<file path="src/rtl/omok_move_controller.sv">
// Omok board owner: accepts edge-detected put/undo, keeps history for undo, runs a 32-cycle five-in-a-row scan.
// Latency: put visible at E+2, scan result at E+34; undo visible at E+2; new game from WON at E+1.
// Backpressure: requests arriving while busy are dropped silently; refused requests pulse reject for one cycle.
module omok_move_controller #(
    parameter int MAP_N      = 10,
    parameter int HIST_DEPTH = 100
) (
    input  logic                   clk,
    input  logic                   rst,
    input  logic [7:0]             cur_pos,
    input  logic                   put,
    input  logic                   undo,
    output logic [MAP_N*MAP_N-1:0] board_state,
    output logic [MAP_N*MAP_N-1:0] turn_map,
    output logic [7:0]             move_count,
    output logic                   busy,
    output logic                   game_over,
    output logic                   winner,
    output logic                   reject
);
    localparam int CELLS = MAP_N * MAP_N;
    localparam int IW    = $clog2(CELLS);
    localparam int HW    = $clog2(HIST_DEPTH);
    localparam logic signed [9:0] N_S = 10'(MAP_N);

    typedef enum logic [2:0] {IDLE, PLACE, UNDO, CHECK, WON} state_t;
    state_t state, state_n;

    logic          put_prev, undo_prev;
    logic [7:0]    hist [HIST_DEPTH];
    logic [IW-1:0] pos_q;
    logic [7:0]    row_q, col_q;
    logic          colour_q;
    logic [4:0]    cnt;
    logic [3:0]    dir_run;
    logic          alive_q, won_q;
    logic          rej;

    logic          put_edge, undo_edge, cur_ok, put_bad;
    logic [IW-1:0] cur_idx, top_idx;
    logic [HW-1:0] top_ptr;

    assign put_edge  = put & ~put_prev;
    assign undo_edge = undo & ~undo_prev;
    assign cur_ok    = cur_pos < 8'(CELLS);
    assign cur_idx   = cur_ok ? IW'(cur_pos) : '0;
    assign put_bad   = !cur_ok || board_state[cur_idx];
    assign top_ptr   = (move_count == 8'd0) ? '0 : HW'(move_count - 8'd1);
    assign top_idx   = IW'(hist[top_ptr]);

    assign busy      = (state == PLACE) || (state == UNDO) || (state == CHECK);
    assign game_over = (state == WON);

    // Probe address: cnt[4:3] = direction, cnt[2] = negative side, cnt[1:0]+1 = step.
    logic signed [9:0] stepv, s, off_r, off_c, pr, pc;
    logic              onboard, hit, alive_eff, win_next;
    logic [IW-1:0]     pidx;
    logic [3:0]        run_base, new_run;

    always_comb begin
        stepv = $signed({8'd0, cnt[1:0]}) + 10'sd1;
        s     = cnt[2] ? -stepv : stepv;
        off_r = 10'sd0;
        off_c = 10'sd0;
        case (cnt[4:3])
            2'd0:    off_c = s;
            2'd1:    off_r = s;
            2'd2:    begin off_r = s; off_c = s;  end
            default: begin off_r = s; off_c = -s; end
        endcase
        pr        = $signed({2'b00, row_q}) + off_r;
        pc        = $signed({2'b00, col_q}) + off_c;
        onboard   = (pr >= 10'sd0) && (pr < N_S) && (pc >= 10'sd0) && (pc < N_S);
        pidx      = onboard ? IW'(int'(pr) * MAP_N + int'(pc)) : '0;
        hit       = onboard && board_state[pidx] && (turn_map[pidx] == colour_q);
        alive_eff = (cnt[1:0] == 2'd0) ? 1'b1 : alive_q;
        run_base  = (cnt[2:0] == 3'd0) ? 4'd0 : dir_run;
        new_run   = run_base + {3'd0, alive_eff && hit};
        win_next  = won_q || ((cnt[2:0] == 3'd7) && (new_run >= 4'd4));
    end

    always_comb begin
        state_n = state;
        rej     = 1'b0;
        case (state)
            IDLE: begin
                if (put_edge) begin
                    if (put_bad) rej = 1'b1;
                    else         state_n = PLACE;
                end else if (undo_edge) begin
                    if (move_count == 8'd0) rej = 1'b1;
                    else                    state_n = UNDO;
                end
            end
            PLACE: state_n = CHECK;
            UNDO:  state_n = IDLE;
            CHECK: if (cnt == 5'd31) state_n = win_next ? WON : IDLE;
            WON: begin
                if (put_edge) state_n = IDLE;
                else if (undo_edge) begin
                    if (move_count == 8'd0) rej = 1'b1;
                    else                    state_n = UNDO;
                end
            end
            default: state_n = IDLE;
        endcase
    end

    always_ff @(posedge clk) begin
        if (!rst) state <= IDLE;
        else      state <= state_n;
    end

    always_ff @(posedge clk) begin
        if (!rst) begin
            put_prev    <= 1'b1;
            undo_prev   <= 1'b1;
            board_state <= '0;
            turn_map    <= '0;
            move_count  <= 8'd0;
            winner      <= 1'b0;
            reject      <= 1'b0;
            pos_q       <= '0;
            row_q       <= 8'd0;
            col_q       <= 8'd0;
            colour_q    <= 1'b0;
            cnt         <= 5'd0;
            dir_run     <= 4'd0;
            alive_q     <= 1'b0;
            won_q       <= 1'b0;
            for (int i = 0; i < HIST_DEPTH; i++) hist[i] <= 8'd0;
        end else begin
            put_prev  <= put;
            undo_prev <= undo;
            reject    <= rej;
            case (state)
                IDLE: if (state_n == PLACE) begin
                    pos_q    <= cur_idx;
                    row_q    <= cur_pos / 8'(MAP_N);
                    col_q    <= cur_pos % 8'(MAP_N);
                    colour_q <= move_count[0];
                end
                PLACE: begin
                    board_state[pos_q]     <= 1'b1;
                    turn_map[pos_q]        <= colour_q;
                    hist[HW'(move_count)]  <= 8'(pos_q);
                    move_count             <= move_count + 8'd1;
                    cnt                    <= 5'd0;
                    dir_run                <= 4'd0;
                    alive_q                <= 1'b1;
                    won_q                  <= 1'b0;
                end
                UNDO: begin
                    board_state[top_idx] <= 1'b0;
                    turn_map[top_idx]    <= 1'b0;
                    move_count           <= move_count - 8'd1;
                    winner               <= 1'b0;
                end
                CHECK: begin
                    cnt     <= cnt + 5'd1;
                    dir_run <= new_run;
                    alive_q <= alive_eff && hit;
                    won_q   <= win_next;
                    if (cnt == 5'd31) winner <= win_next ? colour_q : 1'b0;
                end
                WON: if (put_edge) begin
                    board_state <= '0;
                    turn_map    <= '0;
                    move_count  <= 8'd0;
                    winner      <= 1'b0;
                    for (int i = 0; i < HIST_DEPTH; i++) hist[i] <= 8'd0;
                end
                default: ;
            endcase
        end
    end
endmodule
</file>
<file path="config.mk">
export PLATFORM = sky130hd
export DESIGN_NAME = omok_move_controller
export DESIGN_NICKNAME = d
export VERILOG_FILES = /design/src/rtl/omok_move_controller.sv
export SDC_FILE = /design/constraint.sdc
export NUM_CORES = 2
export LEC_CHECK = 0
export ABC_CLOCK_PERIOD_IN_PS = 8350
export CELL_PAD_IN_SITES_DETAIL_PLACEMENT = 0
export CELL_PAD_IN_SITES_GLOBAL_PLACEMENT = 1
export CORE_ASPECT_RATIO = 1.25
export CORE_UTILIZATION = 45
export DETAILED_ROUTE_END_ITERATION = 8
export GPL_TIMING_DRIVEN = 0
export PLACE_DENSITY = 0.77
export RECOVER_POWER = 25
export SYNTH_ARGS = -nofsm -noshare
export SYNTH_HDL_FRONTEND = slang
export SYNTH_SLANG_ARGS = --single-unit
</file>
<file path="constraint.sdc">
create_clock -name clk -period 8.35 [get_ports clk]
set_input_delay 1.2525 -clock clk [delete_from_list [all_inputs] [get_ports clk]]
set_output_delay 1.2525 -clock clk [all_outputs]
set_load 0.05 [all_outputs]
</file>
==> flow_summary_export.csv <==
group,metric,value,unit
placed_design,place_inst,7611,
synth,synth_xor_area_frac,0.00479,
placed_design,routabilityCongestion,1.17,
setup_path,r2r_cells,22,
routing,antenna_left,0,
floorplan,core_area,129000,um^2
synth,muxShareOfSynthArea,0.0514,
cells_and_area,mostFrequentLayoutCells,"896 x edfxtp_1, 539 x nor3_1, 479 x o21ai_0",
cts,clk_latency,0.86,ns
synth,synth_compound_area_frac,0.162,
timing,tightestPinTransition,2.06,ns
cts,cts.sinks,1143,
routing,top_layer,"met5",
cts,cts_hold_buf,0,
routing,drt_iter0_markers,11100,
timing,period_share,1.08,
timing,drv_slew,436,
power_and_ir_drop,pwr-share-clk,0.406,
synth,ys.flop_type,"edfxtp_1",
floorplan,die_w,325,um
routing,routedWlPerCell,47.3,um
setup_path,rrSetupSlack,-0.68,ns
cells_and_area,final_nets,6079,
cts,root_buffer,"clkbuf_16",
power_and_ir_drop,pwr-share-comb,0.137,
timing,rsz0062_at_grt,"true",
run_status,violations,"capacitance limit, slew limit, setup timing",
power_and_ir_drop,p_int,9.62,mW
cts,cts_buffers,114,
timing,slew_headroom,-0.376,
synth,synthDistinctLibCells,86,
routing,wl,374000,um
routing,firstDrtPassIters,9,
setup_path,cp-start-kind,"flop",
placed_design,io_buffers,218,
floorplan,start_util,0.455,
flow_run,drv_cap,32,
synth,ys_seq_area_frac,0.544,
floorplan,rows,147,
synth,ys_ff_latch,1143,
cts,cts_tree,"done",
synth,syn_avg_cell_area,10.3,um^2
timing,min_period,9.03,ns
cts,htree_levels,3,
setup_path,crit_type,"reg -> reg",
global_route,grt_pass1_vias,54900,
routing,num_vias,59500,
synth,synth-async-reset-ratio,0,
cells_and_area,n_fill_cell,11600,
power_and_ir_drop,peakVddDrop,157,uV
setup_path,worstReg2RegStart,"move_count[0]$_SDFFE_PN0P_",
power_and_ir_drop,switching_share,0.300,
global_route,grt_use_total,0.560,
cells_and_area,stdcell_count,7906,
run_status,status,"finished with violations",
setup_path,required,9.05,ns
timing,setup_violations,228,
power_and_ir_drop,switchingPower,4.13,mW
global_route,antenna_found_initial,55,
floorplan,die_height,405,um
timing,skew,0.0698,ns
setup_path,r2r-end,"turn_map[2]$_SDFFE_PN0P_",
synth,syn-instance-count,5659,
power_and_ir_drop,p_total,13.7,mW
placed_design,place_hpwl,275000,um
setup_path,cp_max_fo,10,
global_route,grt_pass1_wl,493000,um
setup_path,worstPathArrival,9.73,ns
cells_and_area,final_core_util,0.530,
synth,synth-simple-area-share,0.183,
min_path,hold_start,"dir_run[0]$_SDFFE_PN0P_",
cts,clkSlewWorstSetupHoldPaths,0.06,ns
min_path,hp-class,"reg -> reg",
power_and_ir_drop,p_leak,23.4,nW
synth,synth_edf_count,896,
synth,ys.warnings.count,0,
cells_and_area,final_common_cell,"edfxtp_1",
timing,fmax,111,MHz
synth,synth.net_count,5708,
min_path,whs_path_depth,2,
power_and_ir_drop,share_seq_of_total_power,0.457,
synth,synthAdderAreaFrac,0.00859,
min_path,min_to,"dir_run[0]$_SDFFE_PN0P_",
timing,finalWorstSetupSlack,-0.682,ns
routing,dr_wl_met3,55000,um
synth,synth_area,58500,um^2
routing,wl_met2,154000,um
global_route,overflow,0,
routing,viasPerCell,7.52,
setup_path,critPathCaptureType,"flop",
timing,hold_viol,0,
global_route,grt_max_degree,35,
floorplan,die-area,132000,um^2
cells_and_area,area_growth,16.7,%
synth,synth_top_family_by_area,"simple AND/OR/NAND/NOR gates",
cells_and_area,drive_gt1_frac,0.110,
routing,drc_errors,0,
floorplan,io_pins,224,
routing,wl_met1,111000,um
power_and_ir_drop,powerDensity,201,nW/um^2
placed_design,pre_cts_ws,-6.14,ns
cts,clk_path_buf_depth,3,
timing,final.setup.tns,-69.92,ns
-- flip-flops by register name (all words and copies together), names as in the netlist --
signal / flops
pos_q: 7
put_prev: 1
colour_q: 1
won_q: 1
turn_map: 100
row_q: 5
hist: 896
state: 3
col_q: 8
cnt: 5
move_count: 8
undo_prev: 1
dir_run: 4
board_state: 100
reject: 1
alive_q: 1
winner: 1
-- synth_stat cells (50+ instances only) --
cell,instances,area [um^2]
nand3_1,109,546
a211oi_1,73,548
o22ai_1,52,325
mux2i_1,82,821
clkbuf_1,496,1860
mux4_2,91,2050
edfxtp_1,896,26900
a32o_1,53,531
buf_2,65,325
nand2_1,465,1750
and2_1,313,1960
nor2_1,425,1600
and3_1,64,400
a21oi_1,231,1160
o21ai_0,512,2560
a311oi_1,67,587
nor3_1,552,2760
nor4_1,64,400
or3_1,50,313
dfxtp_1,247,4940
-- final cells by class --
cell class,count,area (um^2),share of cell area
multi-input combinational,3867,24600,0.361
inverter,34,131,0.00192
clock inverter,81,940,0.0138
timing repair buffer,258,2510,0.0367
buffer,612,2950,0.0432
antenna,65,163,0.00238
tap,1713,2140,0.0314
clock buffer,133,2960,0.0434
sequential,1143,31900,0.466
-- worst max-delay path by stage --
| stage | from | to | slack [ns] | depth (start not counted) |
|---|---|---|---|---|
| global route | move_count[0]$_SDFFE_PN0P_ | turn_map[2]$_SDFFE_PN0P_ | -0.03 | 24 |
| detailed placement | move_count[0]$_SDFFE_PN0P_ | turn_map[0]$_SDFFE_PN0P_ | -6.14 | 24 |
| floorplan | cnt[0]$_SDFFE_PN0P_ | winner$_SDFFE_PN0P_ | 1.94 | 32 |
| global placement | move_count[0]$_SDFFE_PN0P_ | turn_map[0]$_SDFFE_PN0P_ | -6.23 | 24 |
| finish | move_count[0]$_SDFFE_PN0P_ | turn_map[2]$_SDFFE_PN0P_ | -0.68 | 22 |
| CTS | move_count[0]$_SDFFE_PN0P_ | turn_map[70]$_SDFFE_PN0P_ | -0.006 | 23 |
-- metal layers --
metal / global-route usage / up-vias
met5: 0.0427 / -
met4: 0.622 / 22
met3: 0.260 / 2326
met2: 0.805 / 6509
met1: 0.569 / 28400
li1: - / 22200
-- per-stage QoR --
stage | cell area, um^2 | hold WS (ns)
after global routing | 68200 | 0.485
after detailed placement | 63100 | 0.452
after CTS | 67700 | 0.461
after global placement | 62900 | 0.435
after floorplan | 58500 | 0.427
final | 68300 | 0.463
-- power groups by stage --
stage | sequential (mW) | combinational [mW] | clock, mW
floorplan | 6.37 | 0.757 | 0
global placement | 6.39 | 1.58 | 0
detailed placement | 6.40 | 1.59 | 0
CTS | 6.27 | 1.66 | 5.45
global route | 6.28 | 1.82 | 5.67
finish | 6.28 | 1.89 | 5.58
-- logic make-up (layout without fill, tap and decap cells) --
group / Yosys count / after routing
and+or+nand+nor: 2182 / 2182
AOI/OAI and AO/OA: 1430 / 1430
DFF: 1143 / 1143
buffers and inverters: 649 / 1118
muxes: 185 / 185
adders and majority gates: 38 / 38
xor gates and xnor gates: 32 / 32
other: 0 / 65
-- worst max-delay path: stages (launching register included) --
cell	delay, ns
dfxtp_1	0.43
buf_2	0.30
inv_1	0.24
clkbuf_4	0.32
buf_4	0.34
clkbuf_8	0.36
buf_4	0.35
buf_6	0.31
ha_2	0.39
nand2b_1	0.54
clkbuf_1	1.09
clkbuf_2	0.76
a221o_1	0.29
o311ai_2	0.22
o311ai_2	0.26
o311ai_1	0.28
o31ai_1	0.20
a21boi_0	0.22
a22o_2	0.45
buf_4	0.19
clkbuf_1	0.26
or4_1	0.71
a32o_1	0.32
-- repair_timing --
item / 4_1_cts / 5_1_grt
pin swaps: 7 / 7
endpoints found under the setup margin: 620 / 240
buffers inserted: 7 / 8
resized for setup: 229 / 115
Note: power is estimated with default switching activity, not from simulation.
